[config.mk]
export PLATFORM = sky130hd
export DESIGN_NAME = fdivsqrt_uotfc4_seq
export DESIGN_NICKNAME = d
export VERILOG_FILES = /design/src/rtl/fdivsqrt_uotfc4_seq.sv
export SDC_FILE = /design/constraint.sdc
export NUM_CORES = 1
export LEC_CHECK = 0
export BUFFER_PORTS_ARGS = -buffer_cell sky130_fd_sc_hd__buf_2
export CORE_AREA = 2 2 119 121
export CTS_BUF_LIST = sky130_fd_sc_hd__clkbuf_4 sky130_fd_sc_hd__clkbuf_8
export CTS_CLUSTER_DIAMETER = 60
export DETAILED_ROUTE_END_ITERATION = 10
export DIE_AREA = 0 0 121 123
export GPL_ROUTABILITY_DRIVEN = 0
export PLACE_DENSITY = 0.95
export SYNTH_ARGS = -nofsm -noshare
export SYNTH_HDL_FRONTEND = slang
export SYNTH_SLANG_ARGS = --single-unit
[constraint.sdc]
create_clock -name clk -period 2.7 [get_ports clk]
set_input_delay 0.135 -clock clk [delete_from_list [all_inputs] [get_ports clk]]
set_output_delay 0.135 -clock clk [all_outputs]
set_load 0.005 [all_outputs]
[src/rtl/fdivsqrt_uotfc4_seq.sv]
`timescale 1ns/1ps
`default_nettype none
// ============================================================================
// Module      : fdivsqrt_uotfc4_seq
// Description : Sequential radix-4 on-the-fly converter. It keeps U, UM and C
//               and accepts one signed radix-4 digit per iteration.
//               Optional: FDIVSQRT_OTFC_CHECK_EN adds a sticky illegal-digit flag.
// Revision    : 1.0 - initial release
// ============================================================================
module fdivsqrt_uotfc4_seq #(
    parameter int DIVb  = 56,
    parameter int NITER = 28
) (
    input  logic                             clk,
    input  logic                             resetn,
    input  logic                             start,
    input  logic                             sqrt_mode,
    input  logic                             flush,
    input  logic                             digit_valid,
    input  logic                             stall,
    input  logic [3:0]                       udigit,
    output logic [DIVb+3:0]                  U,
    output logic [DIVb+3:0]                  UM,
    output logic [DIVb+3:0]                  C,
    output logic                             busy,
    output logic                             done,
    output logic [$clog2(NITER+1)-1:0]       iter,
    output logic                             digit_err
);

    localparam int W    = DIVb + 4;
    localparam int c_iw = $clog2(NITER + 1);
    localparam logic [W-1:0] c_c0     = {4'b1111, {DIVb{1'b0}}};
    localparam logic [W-1:0] c_sqrt_u = {3'b000, 1'b1, {DIVb{1'b0}}};
    localparam logic [W-1:0] c_top2   = {2'b11, {(W-2){1'b0}}};
    localparam logic [c_iw-1:0] c_last = c_iw'(NITER - 1);

    typedef enum logic [1:0] {
        S_IDLE = 2'd0,
        S_BUSY = 2'd1,
        S_DONE = 2'd2
    } state_t;

    state_t           r_state;
    state_t           w_state_nxt;
    logic [W-1:0]     r_u;
    logic [W-1:0]     r_um;
    logic [W-1:0]     r_c;
    logic [c_iw-1:0]  r_iter;
    logic [W-1:0]     w_cn;
    logic [W-1:0]     w_k;
    logic [W-1:0]     w_k2;
    logic [W-1:0]     w_u_nxt;
    logic [W-1:0]     w_um_nxt;
    logic             w_accept;
    logic             w_load;

    assign w_accept = (r_state == S_BUSY) && digit_valid && !stall && !flush;
    assign w_load   = (r_state == S_IDLE) && start && !flush;

    always_ff @(posedge clk or negedge resetn) begin
        if (!resetn) begin
            r_state <= S_IDLE;
        end else begin
            r_state <= w_state_nxt;
        end
    end

    always_comb begin
        w_state_nxt = r_state;
        if (flush) begin
            w_state_nxt = S_IDLE;
        end else begin
            case (r_state)
                S_IDLE:  if (start) w_state_nxt = S_BUSY;
                S_BUSY:  if (w_accept && (r_iter == c_last)) w_state_nxt = S_DONE;
                S_DONE:  w_state_nxt = S_IDLE;
                default: w_state_nxt = S_IDLE;
            endcase
        end
    end

    // K marks the new lower digit bit, K2 the upper one, both just below the old ulp.
    assign w_cn = c_top2 | (r_c >> 2);
    assign w_k  = w_cn & ~(w_cn << 1);
    assign w_k2 = w_k << 1;

    always_comb begin
        w_u_nxt  = r_u;
        w_um_nxt = r_um;
        if (udigit[3]) begin
            w_u_nxt  = r_u | w_k2;
            w_um_nxt = r_u | w_k;
        end else if (udigit[2]) begin
            w_u_nxt  = r_u | w_k;
            w_um_nxt = r_u;
        end else if (udigit[1]) begin
            w_u_nxt  = r_um | w_k2 | w_k;
            w_um_nxt = r_um | w_k2;
        end else if (udigit[0]) begin
            w_u_nxt  = r_um | w_k2;
            w_um_nxt = r_um | w_k;
        end else begin
            w_um_nxt = r_um | w_k2 | w_k;
        end
    end

    always_ff @(posedge clk or negedge resetn) begin
        if (!resetn) begin
            r_u    <= '0;
            r_um   <= '0;
            r_c    <= '0;
            r_iter <= '0;
        end else if (w_load) begin
            r_u    <= sqrt_mode ? c_sqrt_u : '0;
            r_um   <= sqrt_mode ? '0 : c_c0;
            r_c    <= c_c0;
            r_iter <= '0;
        end else if (w_accept) begin
            r_u    <= w_u_nxt;
            r_um   <= w_um_nxt;
            r_c    <= w_cn;
            r_iter <= r_iter + c_iw'(1);
        end
    end

`ifdef FDIVSQRT_OTFC_CHECK_EN
    logic r_digit_err;
    logic w_multi_hot;

    assign w_multi_hot = (udigit & (udigit - 4'd1)) != 4'd0;

    always_ff @(posedge clk or negedge resetn) begin
        if (!resetn) begin
            r_digit_err <= 1'b0;
        end else if (w_load) begin
            r_digit_err <= 1'b0;
        end else if (w_accept && w_multi_hot) begin
            r_digit_err <= 1'b1;
        end
    end

    assign digit_err = r_digit_err;
`else
    assign digit_err = 1'b0;
`endif

    assign U    = r_u;
    assign UM   = r_um;
    assign C    = r_c;
    assign iter = r_iter;
    assign busy = (r_state == S_BUSY);
    assign done = (r_state == S_DONE);

endmodule
`default_nettype wire

==> metrics.md, run 1 <==
| Metric | Value |
|---|---|
| Yosys Warn Count | 0 |
| First-pass GRT wire length | 39130 um |
| GRT Util Overall | between 30 and 40% |
| Hpwl dp | 15650 um |
| First-pass iteration count of the detailed router | 7 |
| DP Worst Slack | slightly below 0.6 ns |
| Required time worst endpoint | about 3.1 ns |
| CTS root buffer | clkbuf_8 |
| Synth async-reset ratio | 100.0% |
| Final hold vios | 0 |
| Initial antenna violation count | 0 |
| Clock power share | 33.1% |
| Multi-input logic area | 0.003541 mm^2 |
| Final Slew Violations | 0 |
| Leak pwr | 4.461 nW |
| Met3 WL | 2842 um |
| Final worst setup slack | 0.6175 ns |
| Worst-path fanout max | 7 |
| Port bufs | 197 |
| Post-Syn Area | ~0.0081 mm^2 |
| Int Power | 3.577 mW |
| IO Count | 199 |
| Number of global-route vias before repair | between 7000 and 8000 |
| Die H | 123 um |
| DR WL met2 | 11710 um |
| Width of the die | 121 um |
| Clk slew on worst S/H paths | 0.08 ns |
| Register area share after synthesis | between 40% and 50% |
| Final core utilization | 69.02% |
| Clock buffer depth | 2 |
| Post-synth EDFFs | 0 |
| Die area | 0.01488 mm^2 |
| Starting Density | 59.21% |
| Ys flop type | dfrtp_1 |
| DR WL/cell | a little under 20 um |
| DRC violations left | 0 |
| CTS tree | yes |
| Synth cell types | 45 |
| Postcts setup bufs | 0 |
| Resized Gates After CTS | 0 |
| Period utilization | 77.13% |
| Max Cap Viol | 0 |
| Worst hold-check path type | input port to flop |
| Share of cells above drive strength 1 | between 20% and 30% |
| Flops & latches, synth | 157 |
| DP Area | 0.008987 mm^2 |
| Avg Vias per Cell | 6.458 |
| Total CTS buffers | 17 |
| Starting DRT DRC Count | 1308 |
| Startpoint Class | flop |
| Clock Sinks | 157 |
| Setup Viol. Count Final | 0 |
| Antenna violation net count after detailed routing | 0 |
| Critical setup path kind | flop to flop |
| H-tree lvl count | 4 |
| Logic gate share of total power | between 10 and 15% |
| Outcome | complete, no violations |
| Hold buffer count at cts | 4 |
| Crit end category | flop |
| Num rows | 43 |
| Setup_tns | 0 ns |
| Syn-to-layout area delta | 16.58% |
| Skew-Pair Late Insertion Delay | between 0.4 and 0.5 ns |
| Top routing layer in use | met4 |
| Net Sw Frac | 29.24% |
| Core Region | approximately 0.014 mm^2 |
| Final instance area | 0.009395 mm^2 |
| Mean post-synth cell area | approximately 8.6 um^2 |
| Final WL | 24620 um |
| Max-slew headroom | 47.44% |
| Crit path DAT | 2.43 ns |
| Vias | 8163 |
| Mapped Cells | 935 |
| RSZ-0062 raised after global routing | false |
| Reg area | 0.003929 mm^2 |
| # fillers | 1023 |
| Worst Tran Pin Value | 0.7866 ns |
| Largest net degree at the start of global routing | 71 |
| M1 WL | 9296 um |
| P per Cell Area | 538.1 mW/mm^2 |
| Sequential share of power | 52.6% |
| Max Fclk | slightly below 500 MHz |
| Final Skew | 0.01284 ns |
| Final nets | 1083 |
| Maximum VDD drop | 345.2 uV |
| Synth Net Count | approximately 950 |
| Tmin final | 2.083 ns |
| GRT overflow | 0 |
| Net switching power | 1.478 mW |
| Diodes inserted | 0 |
-- per-stage QoR --
| step | hold WS (ns) | cells | total power [mW] |
|---|---|---|---|
| 2_1_floorplan | -0.1606 | 935 | 3.042 |
| 4_1_cts | 0.08729 | 1264 | 5.041 |
| 3_5_place_dp | 0.09390 | 1228 | 3.401 |
| 3_3_place_gp | 0.09609 | 1228 | 3.371 |
| 6_report | 0.09458 | 1264 | 5.055 |
| 5_1_grt | 0.1040 | 1264 | 5.249 |
-- synthesized netlist by cell type (2+ instances only) --
cell type    n  share of area, %
nor4_1       3              0.23
clkbuf_1    39               1.8
mux2i_1      4              0.50
nor2b_1     33               2.6
nor3_1      79               4.9
or3_1        2              0.16
nand3_1      6              0.37
nand2_1    110               5.1
inv_1       18              0.84
o21ai_1      3              0.19
o21ai_0     81               5.0
dfrtp_1    157                49
nand2b_1    29               2.3
a221oi_1    11               1.2
buf_2       29               1.8
buf_4       35               3.3
nor2_1      55               2.6
o211a_1      2              0.25
a211o_1      2              0.22
xnor2_1      2              0.22
nor2_2       2              0.16
a211oi_1    47               4.4
a21oi_1    153               9.5
a311o_1      2              0.25
o22ai_1     11              0.85
-- routing by layer --
layer,global-route usage (%),vias up
met3,7.149,84
li1,-,3538
met4,16.06,0
met2,52.35,630
met1,44.69,3911
met5,0,-
-- sequential cells by signal (all words and copies together), names as in the netlist, named ones only --
register,cells
U,59
r_state,2
UM,57
C,30
iter,5
-- worst paths after layout --
| check | startpoint | end | slack (ns) | cells after the start |
|---|---|---|---|---|
| worst min register to register | C[1] | C[1] | 0.55 | 2 |
| min in group asynchronous | resetn | UM[43] | 0.18 | 2 |
| worst max register to register | r_state[1] | r_state[0] | 0.62 | 5 |
| worst max-delay path | r_state[1] | r_state[0] | 0.62 | 5 |
| worst min-delay path | start | UM[0] | 0.09 | 3 |
| max in group asynchronous | resetn | UM[10] | 1.80 | 3 |
-- critical path, stage by stage, from the launching register on --
cell           delay [ns]
dfrtp_1              0.47
and4bb_2             0.42
nand3_1              0.13
nor4_1               0.31
nor4_1               0.08
dlygate4sd3_1        0.56
-- final cells by class --
cell class              instances  share of cell area [%]
flip-flops and latches        157                   41.82
well taps                     180                   2.397
inverters                      18                  0.7191
repair buffers                222                   13.46
clock buffers                  21                   2.943
multi-input cells             655                   37.69
clock inverters                11                  0.9722
-- power groups by stage --
stage                     clock network, mW  registers [mW]  logic (mW)
after global placement                    0            2.69       0.683
after floorplan                           0            2.67       0.373
after global routing                   1.77            2.67       0.805
after detailed placement                  0            2.69       0.710
final                                  1.67            2.66       0.725
after CTS                              1.67            2.65       0.720
-- cell usage in the layout (no fill, tap or decap), types with 18 or more instances in the layout --
cell	synthesis	routed
nand2_1	110	110
buf_2	29	196
nor2_1	55	55
inv_1	18	18
a211oi_1	47	47
nand2b_1	29	29
clkbuf_8	0	19
dfrtp_1	157	157
a21oi_1	153	153
o21ai_0	81	81
nor2b_1	33	32
nor3_1	79	79
-- cells by family (layout without fill, tap and decap cells) --
kind of cell / count (synthesis) / in the layout / share of synthesized area [%]
AND/OR/NAND/NOR: 328 / 328 / 19.76
AO/OA/AOI/OAI: 318 / 318 / 22.64
flip-flops: 157 / 157 / 48.75
buffers and inverters: 123 / 272 / 7.825
multiplexers: 4 / 4 / 0.4968
XOR/XNOR: 3 / 3 / 0.3261
adder cells (fa/ha/maj): 1 / 1 / 0.1552
other: 1 / 1 / 0.04653
No activity file was read; power rests on OpenSTA's default activity.
==> run 2, diff against run 1 <==
--- a/config.mk
+++ b/config.mk
@@ -6,13 +6,13 @@
 export NUM_CORES = 1
 export LEC_CHECK = 0
 export BUFFER_PORTS_ARGS = -buffer_cell sky130_fd_sc_hd__buf_2
-export CORE_AREA = 2 2 119 121
+export CORE_AREA = 2 2 123 125
 export CTS_BUF_LIST = sky130_fd_sc_hd__clkbuf_4 sky130_fd_sc_hd__clkbuf_8
 export CTS_CLUSTER_DIAMETER = 60
 export DETAILED_ROUTE_END_ITERATION = 10
-export DIE_AREA = 0 0 121 123
+export DIE_AREA = 0 0 125 127
 export GPL_ROUTABILITY_DRIVEN = 0
-export PLACE_DENSITY = 0.95
+export PLACE_DENSITY = 0.9
 export SYNTH_ARGS = -nofsm -noshare
 export SYNTH_HDL_FRONTEND = slang
 export SYNTH_SLANG_ARGS = --single-unit
==> constraint.sdc (replaced) <==
create_clock -name clk -period 2.1 [get_ports clk]
set_input_delay 0.105 -clock clk [delete_from_list [all_inputs] [get_ports clk]]
set_output_delay 0.105 -clock clk [all_outputs]
set_load 0.005 [all_outputs]
==> run 2 against run 1 <==
Compared with the run above:
- global-route usage is 2.7 points lower
- worst hold slack gained 0.0031 ns
- sequential share of layout area shrank 0.87 points
- sequential cell count is the same
- final area grew 2.1%
- largest power group unchanged
- highest routed layer unchanged
==> metrics.md, run 2 (synthesized netlist as in run 1, its figures left out) <==
| Metric | Value |
|---|---|
| Outcome | complete, no violations |
| Setup_tns | 0 ns (unchanged) |
| Final Skew | 0.009154 ns (-0.003688 ns) |
| Max reg flops | 59 (unchanged) |
| Final nets | 1098 (+1.4%) |
| Die area | 0.01588 mm^2 (+6.7%) |
| GRT overflow | 0 (unchanged) |
| Critical setup path kind | flop to flop |
| DRC violations left | 0 (unchanged) |
| Syn-to-layout area delta | 19.07% |
| Final hold vios | 0 (unchanged) |
| Final Slew Violations | 0 (unchanged) |
| Number of global-route vias before repair | 7825 (+1.3%) |
| Worst hold-check path type | input port to flop |
| IO Count | 199 (unchanged) |
| Hold WS | 0.09764 ns (+0.003052 ns) |
| Commonest non-fill, non-tap cell in the layout | buf_2 |
| Max Cap Viol | 0 (unchanged) |
| Hpwl dp | 16090 um (+2.8%) |
| Net switching power | 1.838 mW (+24%) |
| Largest net degree at the start of global routing | 61 (-14%) |
| First-pass GRT wire length | 39660 um (+1.4%) |
| H-tree lvl count | 4 (unchanged) |
| Most frequent cells in the layout | buf_2, dfrtp_1, a21oi_1, nand2_1, o21ai_0 |
| Period utilization | 95.94% (+19 points) |
| Logic gate share of total power | 14.5% (+0.2 points) |
| Diodes inserted | 0 (unchanged) |
| Width of the die | 125 um (+3.3%) |
| Core Region | 0.01442 mm^2 (+6.0%) |
| Initial antenna violation count | 0 (unchanged) |
| Clock buffer depth | 2 (unchanged) |
| First-pass iteration count of the detailed router | 6 (-1) |
| Net Sw Frac | 27.97% (-1.3 points) |
| Final WL | 24640 um (about the same) |
| Starting DRT DRC Count | 966 (-26%) |
| Clock power share | 33.5% (+0.4 points) |
| Sequential share of power | 52.0% (-0.6 points) |
| Crit path DAT | 2.36 ns (-0.07 ns) |
| P per Cell Area | 684.7 mW/mm^2 (+27%) |
| Tmin final | 2.015 ns (-0.06784 ns) |
| Int Power | 4.732 mW (+32%) |
| Port bufs | 197 (unchanged) |
| Worst-path fanout max | 7 (unchanged) |
| Num rows | 44 (+2.3%) |
| CTS root buffer | clkbuf_8 |
| Starting Density | 55.87% (-3.3 points) |
| Worst Tran Pin Value | 0.5484 ns (-0.2382 ns) |
| Max Fclk | 496.4 MHz (+3.4%) |
| Vias | 8109 (-0.66%) |
| FF-to-FF setup slack | 0.09 ns (-0.53 ns) |
| Clock Sinks | 157 (unchanged) |
| Startpoint Class | flop |
| Final core utilization | 66.53% (-2.5 points) |
| DR WL/cell | 19.20 um (-1.4%) |
| Antenna violation net count after detailed routing | 0 (unchanged) |
| Maximum VDD drop | 368.8 uV (+6.8%) |
| DP Worst Slack | 0.2166 ns (-0.3710 ns) |
| Skew-Pair Late Insertion Delay | 0.46 ns (about the same) |
| Final instance area | 0.009595 mm^2 (+2.1%) |
| Crit end category | flop |
| Avg Vias per Cell | 6.320 (-2.1%) |
| Required time worst endpoint | 2.45 ns (-0.60 ns) |
| CTS tree | yes |
| Clk slew on worst S/H paths | 0.08 ns (about the same) |
| DP Area | 0.009140 mm^2 (+1.7%) |
| Leak pwr | 4.569 nW (+2.4%) |
| Max-slew headroom | 63.44% (+16 points) |
| # fillers | 1140 (+11%) |
| Share of cells above drive strength 1 | 25.57% (+1.1 points) |
| Final worst setup slack | 0.08530 ns (-0.5322 ns) |
| Setup Viol. Count Final | 0 (unchanged) |
| GRT Util Overall | 30.78% (-2.7 points) |
| Die H | 127 um (+3.3%) |
| Total CTS buffers | 17 (unchanged) |
==> run 2: cell count changes in the layout (fill, tap and decap cells not counted), sizes merged <==
cell,before,now
buf,218,233
clkbuf,21,26
inv,19,18
clkinv,6,5
clkinvlp,3,0
==> run 2: metal layers <==
metal / vias to the layer above / share of wire [%] / GRT usage, %
met5: - / 0 / 0
met4: 0 / 3.3 / 15.75
met3: 90 / 11 / 6.030
met2: 584 / 47 / 48.50
met1: 3867 / 39 / 41.01
li1: 3568 / - / -
==> run 2: cell type report <==
type | count | area, um^2 | share of cell area (%)
Sequential cell | 157 | 3929 | 40.94
Inverter | 18 | 67.56 | 0.7041
Tap cell | 184 | 230.2 | 2.399
Timing Repair Buffer | 237 | 1428 | 14.88
Clock inverter | 6 | 58.81 | 0.6129
Clock buffer | 26 | 326.6 | 3.403
Multi-Input combinational cell | 655 | 3556 | 37.06
==> run 2: repair_timing <==
action / in CTS / in global routing
hold buffers: 4 / 0
buffers inserted: 0 / 2
endpoints found under the setup margin: 0 / 1
resized for setup: 0 / 2
endpoints found under the hold margin: 58 / 0
==> run 2: worst paths after layout <==
path / from / cells past startpoint / to
max: r_state[1] / 5 / r_state[0]
min: udigit[3] / 3 / U[58]
max reg2reg: r_state[1] / 5 / r_state[0]
min reg2reg: C[1] / 2 / C[1]
max in group asynchronous: resetn / 3 / C[53]
min in group asynchronous: resetn / 2 / UM[41]
==> run 2: critical path, stage by stage, from the launching register on <==
cell           delay, ns
dfrtp_1             0.48
and4bb_2            0.37
nand3_1             0.18
nor4_4              0.23
nor4_1              0.08
dlygate4sd3_1       0.57
==> run 2: through the flow <==
step                power, mW  instances
CTS                     6.576       1281
finish                  6.570       1283
floorplan               3.911        935
global placement        4.363       1245
detailed placement      4.399       1245
global route            6.829       1283
==> run 2: power by group through the flow <==
stage	registers [mW]	logic, mW	clock network (mW)
after floorplan	3.43	0.480	0
after global placement	3.46	0.907	0
after detailed placement	3.46	0.937	0
after CTS	3.40	0.945	2.23
after global routing	3.43	1.05	2.35
final	3.42	0.953	2.20
